## src/rtl/fifo_pair_packer_if.sv

```systemverilog
// Handshake bundle between the pair packer, the sync FIFO read port and the
// downstream valid/ready consumer. The packer uses the master view; the
// environment (FIFO plus consumer) uses the slave view.
interface fifo_pair_packer_if #(
   parameter int FIFO_WIDTH = 16,
   parameter int CNT_WIDTH  = 16
);
   logic                      fifo_empty;
   logic [FIFO_WIDTH-1:0]     fifo_data_out;
   logic                      fifo_rd_en;
   logic [2*FIFO_WIDTH-1:0]   out_data;
   logic                      out_valid;
   logic                      out_ready;
   logic                      out_partial;
   logic                      flush;
   logic [CNT_WIDTH-1:0]      out_count;

   modport master (
      input  fifo_empty,
      input  fifo_data_out,
      input  out_ready,
      input  flush,
      output fifo_rd_en,
      output out_data,
      output out_valid,
      output out_partial,
      output out_count
   );

   modport slave (
      output fifo_empty,
      output fifo_data_out,
      output out_ready,
      output flush,
      input  fifo_rd_en,
      input  out_data,
      input  out_valid,
      input  out_partial,
      input  out_count
   );
endinterface

```

## src/rtl/fifo_pair_packer.sv

```systemverilog
// Read-side consumer of a sync FIFO with one cycle read latency. Pops words
// (never while empty), pairs consecutive words into one double-width output
// word and hands it downstream over valid/ready. A flush drains a lone held
// half as a zero-padded partial word. Sustains one pop per cycle.
module fifo_pair_packer #(
   parameter int FIFO_WIDTH = 16,
   parameter int CNT_WIDTH  = 16
) (
   input logic                clk,
   input logic                rst,
   fifo_pair_packer_if.master bus
);

   // Older half waiting for its partner.
   logic [FIFO_WIDTH-1:0]   lo_q;
   logic                    lo_valid;
   // A pop was issued last cycle, so fifo_data_out carries a word now.
   logic                    rd_pend;

   logic [2*FIFO_WIDTH-1:0] out_data_q;
   logic                    out_valid_q;
   logic                    out_partial_q;
   logic [CNT_WIDTH-1:0]    out_count_q;

   logic                    stalled;
   logic                    xfer;
   logic                    pop;
   logic                    flush_go;
   logic [2:0]              occ;

   // Newer half goes in the upper bits, older half in the lower bits.
   function automatic logic [2*FIFO_WIDTH-1:0] pack_pair(
      input logic [FIFO_WIDTH-1:0] newer,
      input logic [FIFO_WIDTH-1:0] older
   );
      return {newer, older};
   endfunction

   // A lone half is emitted with a zero upper half.
   function automatic logic [2*FIFO_WIDTH-1:0] pad_lone(
      input logic [FIFO_WIDTH-1:0] older
   );
      return {{FIFO_WIDTH{1'b0}}, older};
   endfunction

   // Pop decision: count the half-word slots already committed (a stalled
   // output word counts as two, plus a held half, plus one in flight) and
   // only pop while fewer than three are committed. That guarantees a
   // returning word always has somewhere to land without overwriting.
   always_comb begin
      stalled  = out_valid_q && !bus.out_ready;
      xfer     = out_valid_q && bus.out_ready;
      occ      = {1'b0, stalled, 1'b0} + {2'b00, lo_valid} + {2'b00, rd_pend};
      pop      = !rst && !bus.fifo_empty && !bus.flush && (occ < 3'd3);
      flush_go = bus.flush && !rd_pend && lo_valid && !stalled;
   end

   assign bus.fifo_rd_en  = pop;
   assign bus.out_data    = out_data_q;
   assign bus.out_valid   = out_valid_q;
   assign bus.out_partial = out_partial_q;
   assign bus.out_count   = out_count_q;

   // Capture the first half of a pair when it returns from the FIFO.
   always_ff @(posedge clk) begin
      if (rd_pend && !lo_valid) begin
         lo_q <= bus.fifo_data_out;
      end
   end

   // Read tracking, pairing, flush drain and the output handshake register.
   always_ff @(posedge clk) begin
      if (rst) begin
         rd_pend       <= 1'b0;
         lo_valid      <= 1'b0;
         out_valid_q   <= 1'b0;
         out_partial_q <= 1'b0;
         out_data_q    <= '0;
         out_count_q   <= '0;
      end else begin
         rd_pend <= pop;

         // Accepted word leaves; a load below may refill in the same cycle.
         if (xfer) begin
            out_valid_q <= 1'b0;
            out_count_q <= out_count_q + CNT_WIDTH'(1);
         end

         if (rd_pend) begin
            if (!lo_valid) begin
               lo_valid <= 1'b1;
            end else begin
               out_data_q    <= pack_pair(bus.fifo_data_out, lo_q);
               out_valid_q   <= 1'b1;
               out_partial_q <= 1'b0;
               lo_valid      <= 1'b0;
            end
         end else if (flush_go) begin
            out_data_q    <= pad_lone(lo_q);
            out_valid_q   <= 1'b1;
            out_partial_q <= 1'b1;
            lo_valid      <= 1'b0;
         end
      end
   end

endmodule

```

## src/flat_wrapper.sv

```systemverilog
// flat-port wrapper written by rule: the top's interface ports become plain ports
module fifo_pair_packer_flat 
#(
   parameter int FIFO_WIDTH = 16,
   parameter int CNT_WIDTH  = 16
)
  (clk, rst, bus_fifo_empty, bus_fifo_data_out, bus_out_ready, bus_flush, bus_fifo_rd_en, bus_out_data, bus_out_valid, bus_out_partial, bus_out_count);
  fifo_pair_packer_if #(.FIFO_WIDTH(FIFO_WIDTH), .CNT_WIDTH(CNT_WIDTH)) bus_i ();
  input logic clk;
  input logic rst;
  input wire logic [$bits(bus_i.fifo_empty)-1:0] bus_fifo_empty;
  input wire logic [$bits(bus_i.fifo_data_out)-1:0] bus_fifo_data_out;
  input wire logic [$bits(bus_i.out_ready)-1:0] bus_out_ready;
  input wire logic [$bits(bus_i.flush)-1:0] bus_flush;
  output wire logic [$bits(bus_i.fifo_rd_en)-1:0] bus_fifo_rd_en;
  output wire logic [$bits(bus_i.out_data)-1:0] bus_out_data;
  output wire logic [$bits(bus_i.out_valid)-1:0] bus_out_valid;
  output wire logic [$bits(bus_i.out_partial)-1:0] bus_out_partial;
  output wire logic [$bits(bus_i.out_count)-1:0] bus_out_count;
  assign bus_i.fifo_empty = bus_fifo_empty;
  assign bus_i.fifo_data_out = bus_fifo_data_out;
  assign bus_i.out_ready = bus_out_ready;
  assign bus_i.flush = bus_flush;
  assign bus_fifo_rd_en = bus_i.fifo_rd_en;
  assign bus_out_data = bus_i.out_data;
  assign bus_out_valid = bus_i.out_valid;
  assign bus_out_partial = bus_i.out_partial;
  assign bus_out_count = bus_i.out_count;
  fifo_pair_packer #(.FIFO_WIDTH(FIFO_WIDTH), .CNT_WIDTH(CNT_WIDTH)) u_core (.clk(clk), .rst(rst), .bus(bus_i));
endmodule
```

## config.mk

```make
export PLATFORM = sky130hd
export DESIGN_NAME = fifo_pair_packer_flat
export DESIGN_NICKNAME = d
export VERILOG_FILES = /design/src/rtl/fifo_pair_packer_if.sv /design/src/rtl/fifo_pair_packer.sv /design/src/flat_wrapper.sv
export SDC_FILE = /design/constraint.sdc
export NUM_CORES = 1
export LEC_CHECK = 0
export ABC_AREA = 1
export CAP_MARGIN = 10
export CORE_MARGIN = 2
export CORE_UTILIZATION = 50
export DETAILED_ROUTE_END_ITERATION = 10
export MAX_ROUTING_LAYER = met4
export PLACE_DENSITY = 0.83
export SYNTH_ARGS = -nofsm -noshare
export SYNTH_HDL_FRONTEND = slang
export SYNTH_SLANG_ARGS = --single-unit
```

## constraint.sdc

```tcl
create_clock -name clk -period 2.7 [get_ports clk]
set_input_delay 0.54 -clock clk [delete_from_list [all_inputs] [get_ports clk]]
set_output_delay 0.54 -clock clk [all_outputs]
set_load 0.02 [all_outputs]
```

==> flow_metrics.tcl, run 1 <==
set metrics [dict create \
    rows 26 \
    final_cells 451 \
    die_area_mm2 0.00581 \
    cp.required_ns 2.16 \
    pre_cts_slack_ns -0.359 \
    synth_edf_count 16 \
    wl_per_cell_um 13.2 \
    clock_skew_ns 0.00625 \
    synth_area_leaders "dfxtp_1 40%, edfxtp_1 18%, nand2_1 8.5%" \
    worstPathCellList "clkdlybuf4s50_1 > inv_1 > nand2_1 > inv_1 > ha_1 > a211o_1 > nor3_2 > buf_2" \
    post-route-period-util 0.963 \
    finalHoldViolCount 0 \
    clkLatencyLatePin_ns 0.33 \
    die_h_um 76.2 \
    crit_family "buffers and inverters" \
    numCtsBuffers 9 \
    fin_area_mm2 0.00355 \
    dpl_cell_area_mm2 0.00336 \
    cts_root_buf "clkbuf_8" \
    cp_num_buf_inv 4 \
    min_from "u_core.bus.out_data[21]" \
    grt_use_met3 0.0521 \
    start_util 0.514 \
    reg2reg_from "u_core.rd_pend" \
    dp_hpwl_mm 4.06 \
    layout_min_cycle_time_ns 2.60 \
    core_area_mm2 0.00507 \
    worstSetupStartpoint "bus_out_ready" \
    endpoint_kind "output pin" \
    cts_hold_repair.buffers 0 \
    yosysTopAreaCellShare 0.399 \
    grt_pass1_wl_mm 9.73 \
    drive_gt1_frac 0.0840 \
    grt_pass1_vias 2058 \
    rsz0062_at_grt "no" \
    synth_most_common_cell "nand2_1" \
    maxCapViolations 0 \
    avgSynthCellArea_um2 8.66 \
    met1_usage 0.284 \
    synth-seq-area-share 0.584 \
    ys_warn_count 0 \
    clock_path_buffers 2 \
    placedCellCount 435 \
    setup_violations 0 \
    cpPeakStageDelay_ns 0.47 \
    clk_pin_slew_ns 0.07 \
    htreeDepth 3 \
    p_leak_nw 1.41 \
    fillers 414 \
    wirelength_mm 5.94 \
    top_usage_layer "met2" \
    cp.arrival_ns 2.06 \
    slew_headroom 0.476 \
    synth_nets 326 \
    place.gp.congestion 0.777 \
    ios 72 \
    first_pass_iters 4 \
    yosys.area.top_type "dfxtp_1" \
    netlist_instances 301 \
    antenna_cells 0 \
    drc 0 \
    power_w 0.00200 \
    grt.total_usage 0.217 \
    synth_cell_type_count 27 \
    area_delta_synth_final_pct 36.1 \
    crit_top_cell "inv_1" \
    nets 401 \
    use_met2 0.322 \
    peakVddDrop_uv 356 \
    slowest_stage "clkdlybuf4s50_1" \
    post-cts-setup-buffers 0 \
    clock_sinks 68 \
    tightest_slew_ns 0.786 \
    cts_tree "done" \
    critPathMaxFanout 2 \
    max_freq_mhz 385 \
    p_per_area_mw_per_mm2 565 \
    grt_max_degree 36 \
    antenna_found_initial 0 \
    outcome "completed" \
    die_w_um 76.2 \
    ys_ff_latch 68 \
    synth_area_mm2 0.00261 \
    slew_violations 0 \
    vias_per_cell 4.90 \
    gr-total-overflow 0 \
    post-route-util 0.699 \
    place.port_buffers 71 \
    antenna_left 0 \
    async_flop_share 0 \
    crit_type "in2out" \
    vias 2209 \
    hp-class "reg2reg" \
    cp-start-kind "input pin" \
    setup_ws_ns 0.101 \
    drt-initial-drc-count 104 \
    synth_ff_type "dfxtp_1" \
    synthTopCellsByCount "59 x nand2_1, 52 x dfxtp_1, 51 x nor2_1, 26 x a21oi_1, 23 x inv_1" \
]
==> registers in the layout, indices dropped and copies added (netlist names) <==
name,flops
u_core.bus.out_count,16
u_core.bus.out_data,32
u_core.bus.out_partial,1
u_core.bus.out_valid,1
u_core.lo_q,16
u_core.lo_valid,1
u_core.rd_pend,1
==> final cells by class <==
class                           count  area (um2)  share of cell area
Sequential cell                    68        1520               0.429
Multi-Input combinational cell    195         917               0.259
Timing Repair Buffer               75         736               0.207
Clock buffer                       11         131              0.0370
Inverter                           27         101              0.0286
Tap cell                           70        87.6              0.0247
Clock inverter                      5        52.6              0.0148
==> where the power goes <==
| group | internal [W] | switching, W |
|---|---|---|
| sequential | 0.00106 | 0.0000126 |
| combinational | 0.0000661 | 0.0000747 |
| clock | 0.000422 | 0.000362 |
==> cells in the final DEF, fill, tap and decap left out, types with 3 or more instances in the layout <==
master / instances
inv_2: 4
dfxtp_1: 52
nand2_1: 59
clkdlybuf4s50_1: 70
nand2_2: 4
nor2_1: 51
clkinv_2: 3
o21ai_1: 10
o21ai_0: 16
clkbuf_8: 9
inv_1: 23
buf_4: 4
a21oi_1: 26
nand3_1: 9
nor3_1: 4
edfxtp_1: 16
ha_1: 4
==> metrics by stage <==
step | hold slack, ns | TNS (ns)
floorplan | 0.447 | 0
global placement | 0.451 | -0.351
detailed placement | 0.454 | -0.359
CTS | 0.466 | 0
global route | 0.488 | 0
finish | 0.464 | 0
==> worst paths after layout <==
check                                               end  slack (ns)  depth (start not counted)
worst max-delay path                     bus_fifo_rd_en        0.10                          8
worst min-delay path            u_core.bus.out_data[21]        0.46                          2
worst max register to register          u_core.lo_valid        1.14                          3
worst min register to register  u_core.bus.out_data[21]        0.46                          2
==> worst min-delay path: stages (launching register included) <==
cell,delay [ns]
dfxtp_1,0.31
nand2_1,0.06
a21oi_1,0.05
==> what timing repair did <==
| item | CTS | global route |
|---|---|---|
| resized for setup | 5 | 1 |
| gates cloned | 0 | 0 |
| endpoints found under the setup margin | 1 | 1 |
==> metal layers <==
metal,vias up,part of all wire
li1,1128,-
met1,1009,0.47
met2,62,0.47
met3,10,0.047
met4,0,0.013
met5,-,0
==> cell families after synthesis <==
kind of cell,synth area share
AOI/OAI and AO/OA,0.112
adders and majority gates,0.0192
buffers and inverters,0.0662
DFF,0.584
and+or+nand+nor,0.219
Power figures use the tool's default switching activity.
==> inputs of run 2 (changes only) <==
Settings changed: ABC_AREA 1 to default, CAP_MARGIN 10 to default.
==> flow_metrics.tcl, run 2 <==
set metrics [dict create \
    outcome "completed" \
    p_per_area_mw_per_mm2 574 \
    p_leak_nw 1.20 \
    tightest_slew_ns 0.785 \
    min_from "rst" \
    reg2reg_from "u_core.bus.out_count[6]" \
    avgSynthCellArea_um2 9.48 \
    grt.total_usage 0.236 \
    die_h_um 76.0 \
    post-cts-setup-buffers 0 \
    nets 371 \
    wl_per_cell_um 14.9 \
    endpoint_kind "output pin" \
    yosysTopAreaCellShare 0.402 \
    synth-seq-area-share 0.588 \
    grt_pass1_vias 2129 \
    vias_per_cell 5.36 \
    cts_tree "done" \
    peakVddDrop_uv 421 \
    rows 26 \
    place.port_buffers 71 \
    synth_edf_count 16 \
    antenna_cells 0 \
    slew_violations 0 \
    cp.arrival_ns 1.92 \
    synth_area_mm2 0.00259 \
    synth_cell_type_count 32 \
    area_delta_synth_final_pct 38.9 \
    dpl_cell_area_mm2 0.00338 \
    grt_max_degree 54 \
    clkLatencyLatePin_ns 0.34 \
    clk_pin_slew_ns 0.07 \
    hold_path_end "u_core.rd_pend" \
    multiInputGateArea_um2 980 \
    ios 72 \
    layout_common_cells "68 x clkdlybuf4s50_1, 52 x dfxtp_1, 39 x a21oi_1" \
    cp.required_ns 2.16 \
    crit_type "in2out" \
    dp_hpwl_mm 3.94 \
    ys_ff_latch 68 \
    ff2ff_path_depth 4 \
    cts_root_buf "clkbuf_8" \
    synth_nets 298 \
    drive_gt1_frac 0.0855 \
    first_pass_iters 4 \
    antenna_found_initial 0 \
    netlist_instances 273 \
    max_freq_mhz 406 \
    start_util 0.513 \
    synthTopCellsByCount "52 x dfxtp_1, 40 x a21oi_1, 31 x o21ai_0, 23 x nand3_1, 22 x nand2_1" \
    vias 2258 \
    ys_warn_count 0 \
    largest_register_ffs 32 \
    numCtsBuffers 9 \
    place.gp.congestion 0.801 \
    post-route-period-util 0.912 \
    synth_most_common_cell "dfxtp_1" \
    cp-start-kind "input pin" \
    drt-initial-drc-count 237 \
    wirelength_mm 6.28 \
    clock_path_buffers 2 \
    critPathMaxFanout 4 \
    finalHoldViolCount 0 \
    synth_area_leaders "dfxtp_1 40%, edfxtp_1 19%, a21oi_1 7.7%" \
    layout_min_cycle_time_ns 2.46 \
    gr-total-overflow 0 \
    clock_skew_ns 0.00595 \
    fin_area_mm2 0.00360 \
    antenna_left 0 \
    layout_commonest_cell "clkdlybuf4s50_1" \
    slew_headroom 0.477 \
    synth_ff_type "dfxtp_1" \
    maxCapViolations 0 \
    htreeDepth 3 \
    die_w_um 76.0 \
    hold_depth 3 \
    yosys.area.top_type "dfxtp_1" \
    die_area_mm2 0.00577 \
    r2r_end "u_core.bus.out_count[14]" \
    drc 0 \
    hold_slack_ns 0.475 \
    clock_sinks 68 \
    seqCellArea_mm2 0.00152 \
    rsz0062_at_grt "no" \
    fillers 388 \
    setup_violations 0 \
    async_flop_share 0 \
    hp-class "in2reg" \
    core_area_mm2 0.00504 \
    worst-r2r-setup-slack_ns 0.92 \
    grt_pass1_wl_mm 10.4 \
]
[run 2: cell types whose count changed after synthesis, moves of 8 or more]
cell / change
o21ai_0: +15
o21ai_1: -8
nand3_1: +14
nor2_1: -34
xnor2_1: +8
nand2_1: -37
a21oi_1: +14
clkbuf_1: +14
inv_1: -15
[run 2: worst max path at each step]
stage | startpoint | end | slack (ns) | cells after the start
finish | bus_out_ready | bus_fifo_rd_en | 0.24 | 7
global route | bus_out_ready | bus_fifo_rd_en | 0.15 | 7
floorplan | bus_out_ready | bus_fifo_rd_en | 0.47 | 5
global placement | bus_out_ready | bus_fifo_rd_en | -0.46 | 7
detailed placement | bus_out_ready | bus_fifo_rd_en | -0.47 | 7
CTS | bus_out_ready | bus_fifo_rd_en | 0.24 | 7
[run 2: report_power, final]
| group | internal, W | switching, W |
|---|---|---|
| registers | 0.00105 | 0.00000500 |
| logic | 0.0000458 | 0.0000622 |
| clock network | 0.000516 | 0.000380 |
[run 2: kinds of logic after synthesis]
group	Yosys count	share of synthesized area
multiplexers	2	0.00870
adder cells (fa/ha/maj)	4	0.0193
AO/OA/AOI/OAI	76	0.149
AND/OR/NAND/NOR	87	0.163
XOR/XNOR	10	0.0338
buffers and inverters	26	0.0382
flip-flops	68	0.588
[run 2: stage by stage]
| stage | cells | setup TNS, ns | total power (W) | util | setup WS [ns] |
|---|---|---|---|---|---|
| after floorplan | 273 | 0 | 0.00113 | - | 0.474 |
| after global placement | 405 | -0.457 | 0.00119 | 0.671 | -0.457 |
| after detailed placement | 405 | -0.474 | 0.00119 | 0.671 | -0.474 |
| after CTS | 421 | 0 | 0.00207 | 0.713 | 0.242 |
| after global routing | 421 | 0 | 0.00212 | 0.713 | 0.150 |
| final | 421 | 0 | 0.00206 | 0.713 | 0.236 |
[run 2: worst max-delay path, cell delays in order]
cell and delay [ns]:
dlygate4sd2_1 0.26, nand2b_4 0.15, inv_1 0.07, ha_1 0.20
or4_1 0.42, a21oi_1 0.13, buf_4 0.15
[run 2: routing by layer]
| layer | GRT usage | wire, um | vias up |
|---|---|---|---|
| li1 | - | - | 1102 |
| met2 | 0.366 | 3010 | 90 |
| met5 | - | 0 | - |
| met4 | 0.133 | 159 | 0 |
| met3 | 0.0476 | 346 | 17 |
| met1 | 0.292 | 2770 | 1049 |
[run 2: cell type report]
class,instances,area share
clock buffers,11,0.0365
inverters,8,0.00835
clock inverters,5,0.0212
multi-input cells,179,0.272
well taps,70,0.0244
repair buffers,80,0.214
flip-flops and latches,68,0.423
[run 2: what timing repair did]
item	4_1_cts	5_1_grt
hold endpoints to repair	0	0
resized for setup	7	0
hold buffers	0	0
setup endpoints to repair	1	0
==> inputs of run 3 (changes only) <==
Settings changed: SKIP_CTS_REPAIR_TIMING from default to 1.
==> flow_metrics.tcl, run 3 (synthesized netlist as in run 2, its figures left out) <==
set metrics [dict create \
    outcome "completed" \
    cts_root_buf "clkbuf_8" \
    place.port_buffers 71 \
    cp-start-kind "input pin" \
    drive_gt1_frac 0.0855 \
    area_delta_synth_final_pct 39.1 \
    layout_common_cells "68 x clkdlybuf4s50_1, 52 x dfxtp_1, 39 x a21oi_1" \
    layout_min_cycle_time_ns 2.38 \
    htreeDepth 3 \
    post-route-period-util 0.880 \
    largest_register_ffs 32 \
    antenna_cells 0 \
    place.gp.congestion 0.801 \
    grt_pass1_vias 2129 \
    clkLatencyLatePin_ns 0.34 \
    vias_per_cell 5.33 \
    gr-total-overflow 0 \
    setup_violations 0 \
    peakVddDrop_uv 417 \
    vias 2243 \
    final_cells 421 \
    worst-r2r-setup-slack_ns 0.92 \
    drc 0 \
    cp.required_ns 2.16 \
    finalHoldViolCount 0 \
    setup_ws_ns 0.323 \
    antenna_found_initial 0 \
    slew_headroom 0.471 \
    wl_per_cell_um 15.0 \
    p_leak_nw 1.21 \
    core_area_mm2 0.00504 \
    clk_pin_slew_ns 0.07 \
    power_w 0.00206 \
    nets 371 \
    start_util 0.513 \
    endpoint_kind "output pin" \
    rsz0062_at_grt "no" \
    pre_cts_slack_ns -0.474 \
    antenna_left 0 \
    first_pass_iters 4 \
    clock_skew_ns 0.00636 \
    ios 72 \
    grt.total_usage 0.236 \
    die_area_mm2 0.00577 \
    clock_path_buffers 2 \
    grt_pass1_wl_mm 10.4 \
    clock_sinks 68 \
    cts_tree "done" \
    slew_violations 0 \
    drt-initial-drc-count 214 \
    maxCapViolations 0 \
    rows 26 \
    dp_hpwl_mm 3.94 \
    cp.arrival_ns 1.84 \
    p_per_area_mw_per_mm2 571 \
    wirelength_mm 6.32 \
    crit_type "in2out" \
    placedCellCount 405 \
    post-route-util 0.714 \
    layout_commonest_cell "clkdlybuf4s50_1" \
    tightest_slew_ns 0.794 \
    die_h_um 76.0 \
    numCtsBuffers 9 \
    die_w_um 76.0 \
    max_freq_mhz 421 \
    hold_slack_ns 0.475 \
    hp-class "reg2reg" \
    grt_max_degree 54 \
    critPathMaxFanout 4 \
]
## run 3: changes by cell type in the layout (fill, tap and decap cells not counted)
cell	change
dlygate4sd2_1	-1
dlymetal6s2s_1	+1
## run 3: layer usage
metal | GRT usage | share of wire | wire [um] | vias up
met3 | 0.0476 | 0.060 | 379 | 10
met2 | 0.363 | 0.49 | 3070 | 89
met1 | 0.292 | 0.43 | 2750 | 1042
li1 | - | - | - | 1102
met5 | - | 0 | 0 | -
met4 | 0.133 | 0.020 | 124 | 0
## run 3: area by class of cell
type                            count  area [um2]
Multi-Input combinational cell    179         980
Tap cell                           70        87.6
Sequential cell                    68        1520
Timing Repair Buffer               80         773
Clock buffer                       11         131
Clock inverter                      5        76.3
Fill cell                         390        1440
Inverter                            8        30.0
## run 3: through the flow
step / TNS, ns / instance area [um2]
floorplan: 0 / 2590
global placement: -0.457 / 3380
detailed placement: -0.474 / 3380
CTS: -0.496 / 3590
global route: 0 / 3600
finish: 0 / 3600
## run 3: worst max-delay path, cell delays in order
cell	delay, ns
dlymetal6s2s_1	0.16
nand2b_4	0.16
inv_1	0.07
ha_1	0.20
or4_1	0.42
a21oi_1	0.13
buf_4	0.15
## run 3: power breakdown
group          switching [W]  internal, W  leakage [nW]  total, W
Combinational      0.0000622    0.0000462         0.541  0.000108
Sequential        0.00000499      0.00105         0.566   0.00106
Clock               0.000373     0.000516         0.101  0.000889
Total               0.000440      0.00162          1.21   0.00206
## run 3: path summary, 6_finish.rpt
path	start	endpoint	cells past startpoint
worst max register to register	u_core.bus.out_count[6]	u_core.bus.out_count[14]	4
worst min register to register	u_core.bus.out_data[1]	u_core.bus.out_data[1]	2
worst min-delay path	u_core.bus.out_data[1]	u_core.bus.out_data[1]	2
worst max-delay path	bus_out_ready	bus_fifo_rd_en	7
